<file path="src/rtl/flp_pkg.sv">
// Shared FLP datapath package.
// Holds the shift-amount width helper and the mapping of logarithmic
// shifter levels onto pipeline stages. Level k goes to stage
// floor(k*stages/shw). Every stage receives at least one level as long as
// stages <= shw.
package flp_pkg;

    // Width needed to express a shift amount of 0..width inclusive.
    function automatic int shw_of(input int width);
        return $clog2(width + 1);
    endfunction

    // Pipeline stage that hosts shifter level lvl.
    function automatic int lvl_stage(input int lvl, input int stages, input int shw);
        return (lvl * stages) / shw;
    endfunction

    // Index of the first level handled by stage 'stage'.
    function automatic int first_lvl(input int stage, input int stages, input int shw);
        int n;
        n = 0;
        for (int k = 0; k < shw; k++) begin
            if (lvl_stage(k, stages, shw) < stage) n++;
        end
        return n;
    endfunction

    // Number of levels handled by stage 'stage'.
    function automatic int num_lvl(input int stage, input int stages, input int shw);
        int n;
        n = 0;
        for (int k = 0; k < shw; k++) begin
            if (lvl_stage(k, stages, shw) == stage) n++;
        end
        return n;
    endfunction

endpackage

</file>
<file path="src/rtl/flp_vshrjam_stage.sv">
// Combinational group of logarithmic right-shift levels.
// Covers levels FIRST_LVL .. FIRST_LVL+NUM_LVL-1. Level k shifts by 2^k when
// shamt_in[k] is set, and every bit it pushes below bit 0 is ORed into the
// running sticky.
//   d_in / d_out         : operand before / after this group of levels
//   shamt_in / shamt_out : full shift amount, passed through unchanged
//   sticky_in / sticky_out : running OR of all bits shifted out so far
module flp_vshrjam_stage #(
    parameter int INWIDTH   = 64,
    parameter int SHW       = 7,
    parameter int FIRST_LVL = 0,
    parameter int NUM_LVL   = 1
) (
    input  logic [INWIDTH-1:0] d_in,
    input  logic [SHW-1:0]     shamt_in,
    input  logic               sticky_in,
    output logic [INWIDTH-1:0] d_out,
    output logic [SHW-1:0]     shamt_out,
    output logic               sticky_out
);

    localparam logic [INWIDTH-1:0] ONES = '1;

    // NOTE: d_out/sticky_out get a default first so no path leaves them
    // unassigned (no latch), and are then updated level by level with
    // blocking assignments so each level sees the previous level's result.
    always_comb begin
        d_out      = d_in;
        sticky_out = sticky_in;
        for (int j = 0; j < NUM_LVL; j++) begin
            if (shamt_in[FIRST_LVL + j]) begin
                // A shift of 2^k >= INWIDTH pushes every bit out: the mask
                // becomes all ones and the data becomes zero.
                sticky_out = sticky_out | (|(d_out & ~(ONES << (1 << (FIRST_LVL + j)))));
                d_out      = d_out >> (1 << (FIRST_LVL + j));
            end
        end
    end

    assign shamt_out = shamt_in;

endmodule

</file>
<file path="src/rtl/flp_vshrjam_pipe.sv">
// Pipelined variable shift-right-and-jam unit.
// Splits a logarithmic shifter across STAGES register stages. The stages
// are joined by a bubble-collapsing valid/ready chain. The final truncation
// to OUTWIDTH and the jam of sticky into the LSB are applied on the output
// side of the last register.
//   clk, nrst             : clock, asynchronous active-low reset
//   in_valid/in_ready     : input handshake
//   in_data, in_shamt     : operand and right-shift amount
//   in_jam                : OR sticky into the result LSB
//   out_valid/out_ready   : output handshake
//   out_data, out_sticky  : truncated (optionally jammed) result, sticky
module flp_vshrjam_pipe
    import flp_pkg::*;
#(
    parameter int  INWIDTH  = 64,
    parameter int  OUTWIDTH = 32,
    parameter int  STAGES   = 2,
    localparam int SHW      = shw_of(INWIDTH)
) (
    input  logic                clk,
    input  logic                nrst,
    input  logic                in_valid,
    output logic                in_ready,
    input  logic [INWIDTH-1:0]  in_data,
    input  logic [SHW-1:0]      in_shamt,
    input  logic                in_jam,
    output logic                out_valid,
    input  logic                out_ready,
    output logic [OUTWIDTH-1:0] out_data,
    output logic                out_sticky
);

    logic [STAGES-1:0]  v_q;
    logic [STAGES:0]    load_en;
    logic [INWIDTH-1:0] d_q   [STAGES];
    logic [SHW-1:0]     sa_q  [STAGES];
    logic [STAGES-1:0]  st_q;
    logic [STAGES-1:0]  jam_q;

    logic [INWIDTH-1:0] src_d  [STAGES];
    logic [SHW-1:0]     src_sa [STAGES];
    logic [STAGES-1:0]  src_st;
    logic [STAGES-1:0]  src_jam;
    logic [STAGES-1:0]  src_v;
    logic [INWIDTH-1:0] nxt_d  [STAGES];
    logic [SHW-1:0]     nxt_sa [STAGES];
    logic [STAGES-1:0]  nxt_st;

    // A stage loads when it is empty or when its successor takes its
    // content this cycle. The slot past the last stage is the consumer.
    assign load_en[STAGES] = out_ready;
    assign in_ready        = load_en[0];

    for (genvar i = 0; i < STAGES; i++) begin : g_stage
        if (i == 0) begin : g_head
            assign src_d[i]   = in_data;
            assign src_sa[i]  = in_shamt;
            assign src_st[i]  = 1'b0;
            assign src_jam[i] = in_jam;
            assign src_v[i]   = in_valid;
        end else begin : g_body
            assign src_d[i]   = d_q[i-1];
            assign src_sa[i]  = sa_q[i-1];
            assign src_st[i]  = st_q[i-1];
            assign src_jam[i] = jam_q[i-1];
            assign src_v[i]   = v_q[i-1];
        end

        assign load_en[i] = !v_q[i] || load_en[i+1];

        flp_vshrjam_stage #(
            .INWIDTH   (INWIDTH),
            .SHW       (SHW),
            .FIRST_LVL (first_lvl(i, STAGES, SHW)),
            .NUM_LVL   (num_lvl(i, STAGES, SHW))
        ) u_stage (
            .d_in       (src_d[i]),
            .shamt_in   (src_sa[i]),
            .sticky_in  (src_st[i]),
            .d_out      (nxt_d[i]),
            .shamt_out  (nxt_sa[i]),
            .sticky_out (nxt_st[i])
        );
    end

    always_ff @(posedge clk or negedge nrst) begin
        if (!nrst) begin
            v_q <= '0;
        end else begin
            for (int i = 0; i < STAGES; i++) begin
                if (load_en[i]) v_q[i] <= src_v[i];
            end
        end
    end

    // NOTE: payload registers carry no reset; the valid bits alone decide
    // whether their contents mean anything.
    always_ff @(posedge clk) begin
        for (int i = 0; i < STAGES; i++) begin
            if (load_en[i]) begin
                d_q[i]   <= nxt_d[i];
                sa_q[i]  <= nxt_sa[i];
                st_q[i]  <= nxt_st[i];
                jam_q[i] <= src_jam[i];
            end
        end
    end

    // Bits above OUTWIDTH are dropped here and never reach the jam.
    assign out_valid  = v_q[STAGES-1];
    assign out_sticky = st_q[STAGES-1];
    assign out_data   = d_q[STAGES-1][OUTWIDTH-1:0]
                      | OUTWIDTH'(jam_q[STAGES-1] & st_q[STAGES-1]);

    // The last stage's shift amount and upper data bits have no consumer.
    logic unused_tail;
    if (OUTWIDTH < INWIDTH) begin : g_trunc
        assign unused_tail = ^{sa_q[STAGES-1], d_q[STAGES-1][INWIDTH-1:OUTWIDTH]};
    end else begin : g_full
        assign unused_tail = ^sa_q[STAGES-1];
    end

endmodule

</file>
<file path="config.mk">
export PLATFORM = sky130hd
export DESIGN_NAME = flp_vshrjam_pipe
export DESIGN_NICKNAME = d
export VERILOG_FILES = /design/src/rtl/flp_pkg.sv /design/src/rtl/flp_vshrjam_stage.sv /design/src/rtl/flp_vshrjam_pipe.sv
export SDC_FILE = /design/constraint.sdc
export NUM_CORES = 1
export LEC_CHECK = 0
export CAP_MARGIN = 20
export CORE_ASPECT_RATIO = 1.2
export CORE_UTILIZATION = 50
export DETAILED_ROUTE_END_ITERATION = 10
export PLACE_DENSITY = 0.85
export SLEW_MARGIN = 20
export SYNTH_ARGS = -nofsm -noshare
export SYNTH_HDL_FRONTEND = slang
export SYNTH_SLANG_ARGS = --single-unit
</file>
<file path="constraint.sdc">
create_clock -name clk -period 2.6 [get_ports clk]
set_clock_uncertainty 0.1 [all_clocks]
set_input_delay 0.52 -clock clk [delete_from_list [all_inputs] [get_ports clk]]
set_output_delay 0.52 -clock clk [all_outputs]
set_load 0.1 [all_outputs]
</file>
==> results of run 1 <==
-- layout make-up --
class | count | area (µm²) | share of cell area (%)
timing repair buffer | 187 | 1720 | 18.16
clock buffer | 9 | 225.2 | 2.377
tap | 204 | 255.2 | 2.694
inverter | 7 | 26.28 | 0.2773
clock inverter | 7 | 83.83 | 0.8847
sequential | 105 | 3147 | 33.21
multi-input combinational | 409 | 4018 | 42.40
-- cells by family (layout without fill, tap and decap cells) --
kind of cell,after synthesis,count (layout),share of synthesized area (%)
AO/OA/AOI/OAI,71,71,5.944
buffers and inverters,84,210,6.191
flip-flops,105,105,41.36
multiplexers,202,202,37.23
AND/OR/NAND/NOR,136,136,9.270
-- Yosys cell counts, types with 14 or more instances --
cell | instances | area (µm²)
mux2_2 | 14 | 157.7
a21oi_1 | 21 | 105.1
mux2i_1 | 124 | 1241
and2_1 | 19 | 118.9
nor4_1 | 14 | 87.58
mux4_2 | 63 | 1419
buf_4 | 32 | 240.2
clkbuf_1 | 20 | 75.07
nand2_1 | 20 | 75.07
edfxtp_1 | 103 | 3093
nor2_1 | 43 | 161.4
buf_2 | 16 | 80.08
-- power by group through the flow --
stage                     combinational, mW  clock, mW  sequential [mW]
after floorplan                        1.41          0             2.32
after global placement                 1.96          0             2.41
after detailed placement               1.99          0             2.42
after CTS                              2.00       1.40             2.38
after global routing                   2.13       1.47             2.40
final                                  2.02       1.38             2.39
-- placed cells by master (no fill, tap or decap), drive strengths merged, types with 3 or more instances in the layout --
master / netlist / layout
clkdlybuf4s50: 0 / 72
nor3: 9 / 9
o22ai: 4 / 4
a22oi: 4 / 4
nand2b: 3 / 3
nand2: 20 / 20
o211ai: 3 / 3
edfxtp: 103 / 103
a211oi: 6 / 6
a21oi: 21 / 21
mux4: 63 / 63
clkbuf: 20 / 9
inv: 7 / 11
mux2: 15 / 15
nand4: 4 / 4
buf: 57 / 115
nor4: 14 / 14
nor4b: 4 / 4
or4: 7 / 7
o21ai: 15 / 15
nor2b: 5 / 5
nor2: 43 / 43
mux2i: 124 / 124
o2bb2ai: 4 / 4
and2: 19 / 19
-- worst paths after layout --
path,cells past startpoint,startpoint,to,slack [ns]
max in group asynchronous,1,nrst,v_q[1],2.04
setup reg to reg,8,sa_q[0][5],st_q[1],0.11
hold reg to reg,0,jam_q[0],jam_q[1],0.33
setup / recovery,8,sa_q[0][5],st_q[1],0.11
min in group clk,0,jam_q[0],jam_q[1],0.33
hold / removal,1,nrst,v_q[1],0.22
-- worst max-delay path, stage by stage (launching register included) --
cell and delay [ns]:
edfxtp_1 0.48, buf_4 0.20, nor2b_1 0.19, buf_4 0.20, a22oi_1 0.30, nand4_1 0.17
nor4_2 0.25, a41o_1 0.20, o2111ai_1 0.11
-- metrics by stage --
stage	worst slack [ns]	setup TNS, ns	cells
4_1_cts	0.02829	0	927
3_5_place_dp	-0.1430	-0.1430	911
3_3_place_gp	-0.06241	-0.06241	911
2_1_floorplan	-1.597	-112.30	598
6_report	0.1096	0	928
5_1_grt	0.002113	0	928
-- state kept, by name (all words and copies together), names as in the netlist --
register,count
d_q,96
sa_q,3
jam_q,2
st_q,2
v_q,2
-- layer usage --
layer / up-vias / track usage, % / part of all wire [%]
met5: - / 0 / 0
met4: 0 / 18.83 / 6.5
met3: 64 / 3.056 / 4.3
met2: 265 / 48.62 / 51
met1: 2793 / 31.60 / 38
li1: 2584 / - / -
-- what timing repair did --
action,in CTS,in global routing
resized for setup,0,8
endpoints found under the setup margin,0,1
setup buffers,0,1
==> results.json, run 1 <==
{
  "fmax_mhz": 401.5,
  "clock_path_buffers": 2,
  "htreeDepth": 3,
  "synth.avg_cell_area_um2": 12.71,
  "min_path_type": "in -> async",
  "antenna_found_initial": 0,
  "p_switching_mw": 2.052,
  "fillers": 1137,
  "syn_nets": 674,
  "syn_area_um2": 7599,
  "synth_enable_flop_cells": 103,
  "chipWidth_um": 114.5,
  "die_y_um": 137.0,
  "cts.root.buffer_cell": "clkbuf_16",
  "period_needed_ns": 2.490,
  "drc": 0,
  "io_buffers": 110,
  "ir_drop_mv": 0.3929,
  "wl_per_cell_um": 22.59,
  "synth_ff_type": "edfxtp_1",
  "critPathKind": "reg -> reg",
  "cts_made_buffers": 9,
  "drt_iter0_drc": 429,
  "syn_inst": 598,
  "grt_overflow_total": 0,
  "rsz0062_at_grt": "false",
  "rows": 49,
  "setup_violations": 0,
  "clk_pin_slew_ns": 0.07,
  "fin_crit_sh_pct": 95.78,
  "synthArstFlopShare_pct": 1.905,
  "finalHoldViolations": 0,
  "worstPathMaxFanout": 9,
  "ioPinCount": 111,
  "area_delta_synth_final_pct": 24.70,
  "ctsHoldBuffers": 0,
  "grt_pass1_vias": 5736,
  "diodes": 0,
  "switching_share_pct": 35.41,
  "total_leakage_power_nw": 3.706,
  "final_nets": 795,
  "grt_pass1_wl_um": 31910,
  "postLayoutCellArea_um2": 9475,
  "synth-warning-count": 0,
  "ant_nets": 0,
  "ys_seq_area_share_pct": 41.36,
  "cts_tree": "done",
  "pwr-share-seq_pct": 41.2,
  "arrival_ns": 2.46,
  "cell_internal_pwr_mw": 3.743,
  "grt.total_usage_pct": 27.62,
  "power_density_nw_per_um2": 611.5,
  "synth.distinct_cells": 48,
  "clkPwrFrac_pct": 23.9,
  "post_dp_cell_area_um2": 9123,
  "power_mw": 5.794,
  "layout-drive-gt1-share_pct": 30.25,
  "slew_violations": 0,
  "slew_headroom_pct": 63.64,
  "initial_core_util_pct": 51.00,
  "clock-sinks": 105,
  "worst_pin_slew_ns": 0.5379,
  "status": "finished, final reports clean",
  "holdWs_ns": 0.2236,
  "viasPerCell": 6.149,
  "core-area_um2": 14900,
  "design.die.area_um2": 15700,
  "wl_um": 20970,
  "final_core_util_pct": 63.60,
  "drv_cap": 0,
  "clk_latency_ns": 0.35,
  "dr.pass1.iters": 6,
  "place_congestion": 0.9786,
  "crit_path_end_kind": "flip-flop",
  "place_hpwl_um": 17280,
  "grt_max_degree": 56,
  "critPathLaunchType": "flip-flop",
  "cp.required_ns": 2.57,
  "via_count": 5706,
  "combPwrFrac_pct": 34.9,
  "ys_ff_latch": 105
}
Note: power is estimated with default switching activity, not from simulation.
==> run 2: changes to the inputs <==
--- a/config.mk
+++ b/config.mk
@@ -6,9 +6,10 @@
 export NUM_CORES = 1
 export LEC_CHECK = 0
 export CAP_MARGIN = 20
-export CORE_ASPECT_RATIO = 1.2
+export CORE_ASPECT_RATIO = 0.9
 export CORE_UTILIZATION = 50
 export DETAILED_ROUTE_END_ITERATION = 10
+export MAX_ROUTING_LAYER = met4
 export PLACE_DENSITY = 0.85
 export SLEW_MARGIN = 20
 export SYNTH_ARGS = -nofsm -noshare
==> run 2 against run 1 <==
Effect of this change:
- clock-buffer cell count stayed put
- register-to-register slack hardly changed
- cell area is 3.2% lower
- worst setup slack better by 0.0050 ns
- critical endpoint unchanged
- power is 2.2% lower
- sequential cell count stayed put
- final cell count is 3.8% lower
- largest cell class unchanged
- sequential power hardly changed
- critical path type unchanged
==> results.json, run 2 (synthesized netlist as in run 1, its figures left out) <==
{
  "status": "finished, final reports clean",
  "final_common_cell": "mux2i_1",
  "met2_usage_pct": 42.99,
  "chipWidth_um": 131.9,
  "ir_drop_mv": 0.3734,
  "area_delta_synth_final_pct": 20.70,
  "layout_common_cells": "mux2i_1, edfxtp_1, buf_4, clkdlybuf4s50_1, mux4_2",
  "cts.root.buffer_cell": "clkbuf_16",
  "arrival_ns": 2.47,
  "final_nets": 766,
  "grtUsageMet3_pct": 4.129,
  "largest_reg_flops": 96,
  "holdWs_ns": 0.2156,
  "cts_tree": "done",
  "antenna_found_initial": 0,
  "layout-drive-gt1-share_pct": 26.76,
  "rsz0062_at_grt": "false",
  "clk_latency_ns": 0.35,
  "critPathLaunchType": "flip-flop",
  "grt_use_met1_pct": 37.81,
  "io_buffers": 110,
  "diodes": 0,
  "htreeDepth": 3,
  "via_count": 5544,
  "crit_path_end_kind": "flip-flop",
  "clk_pin_slew_ns": 0.08,
  "drc": 0,
  "power_density_nw_per_um2": 617.7,
  "critPathKind": "reg -> reg",
  "finalHoldViolations": 0,
  "grt.total_usage_pct": 27.88,
  "wl_per_cell_um": 22.95,
  "fmax_mhz": 402.4,
  "fin_ws_ns": 0.1146,
  "worst_pin_slew_ns": 0.4653,
  "period_needed_ns": 2.485,
  "slew_headroom_pct": 68.18,
  "pre_cts_ws_ns": -0.1327,
  "cts_made_buffers": 9,
  "top_usage_layer": "met2",
  "cp.required_ns": 2.58,
  "slew_violations": 0,
  "setup_tns_ns": 0,
  "wl_um": 20490,
  "viasPerCell": 6.208,
  "place_hpwl_um": 16700,
  "initial_core_util_pct": 51.46,
  "drt_iter0_drc": 547,
  "setup_violations": 0,
  "dr.pass1.iters": 5,
  "core-area_um2": 14770,
  "power_mw": 5.665,
  "design.die.area_um2": 15690,
  "min_path_type": "in -> async",
  "worstPathMaxFanout": 4,
  "dp_cells": 875,
  "top_register": "d_q",
  "ant_nets": 0,
  "clock_path_buffers": 2,
  "ctsHoldBuffers": 0,
  "ioPinCount": 111,
  "grt_pass1_wl_um": 31750,
  "place_congestion": 0.9446,
  "grt_pass1_vias": 5419,
  "total_leakage_power_nw": 3.540,
  "reg_top3": "d_q: 96 flops, sa_q: 3 flops",
  "grt_max_degree": 69,
  "fin_cells": 893,
  "fin_crit_sh_pct": 95.59,
  "grt_overflow_total": 0,
  "clock-sinks": 105,
  "drv_cap": 0,
  "die_y_um": 119.0,
  "rows": 42
}
-- run 2: cell types whose count changed in the layout (fill, tap and decap cells not counted), moves of 2 or more --
cell / delta
clkinv_4: +2
buf_4: -25
a22oi_2: -2
a22oi_1: +2
buf_12: -3
-- run 2: worst paths after layout --
check                           start  slack [ns]  endpoint  cells past startpoint
min in group clk             jam_q[0]        0.35  jam_q[1]                      0
max reg2reg                sa_q[0][5]        0.11   st_q[1]                      6
min                              nrst        0.22    v_q[1]                      1
max in group asynchronous        nrst        2.05    v_q[1]                      1
max                        sa_q[0][5]        0.11   st_q[1]                      6
min reg2reg                  jam_q[0]        0.35  jam_q[1]                      0
-- run 2: stage by stage --
| stage | instance area (µm²) | util (%) |
|---|---|---|
| 3_3_place_gp | 8840 | 59.86 |
| 3_5_place_dp | 8840 | 59.86 |
| 4_1_cts | 9141 | 61.90 |
| 2_1_floorplan | 7602 | - |
| 6_report | 9171 | 62.11 |
| 5_1_grt | 9171 | 62.11 |
-- run 2: layout make-up --
type,count,area (µm²)
Fill cell,1130,5595
Multi-Input combinational cell,409,3995
Sequential cell,105,3147
Clock buffer,9,225.2
Clock inverter,7,68.82
Tap cell,198,247.7
Timing Repair Buffer,158,1461
Inverter,7,26.28
-- run 2: timing repair --
action / 4_1_cts / 5_1_grt
resized for setup: 0 / 2
setup endpoints to repair: 1 / 1
pin swaps: 0 / 2
buffers inserted: 1 / 1
-- run 2: power breakdown --
| part | internal [mW] | switching [mW] | leakage (nW) | total (mW) |
|---|---|---|---|---|
| Combinational | 0.750 | 1.18 | 2.31 | 1.93 |
| Clock | 0.679 | 0.653 | 0.146 | 1.33 |
| Sequential | 2.16 | 0.236 | 1.09 | 2.40 |
-- run 2: worst max-delay path, stage by stage, from the launching register on --
cell and delay, ns:
edfxtp_1 0.44, buf_12 0.14, mux4_2 0.50, or4_1 0.44, nor4_1 0.30, a41o_1 0.21, o2111ai_1 0.09
-- run 2: per-layer routing --
metal	vias to the layer above	wire length [µm]
met3	35	1338
li1	2541	-
met2	266	9743
met5	-	0
met1	2702	8853
met4	0	558
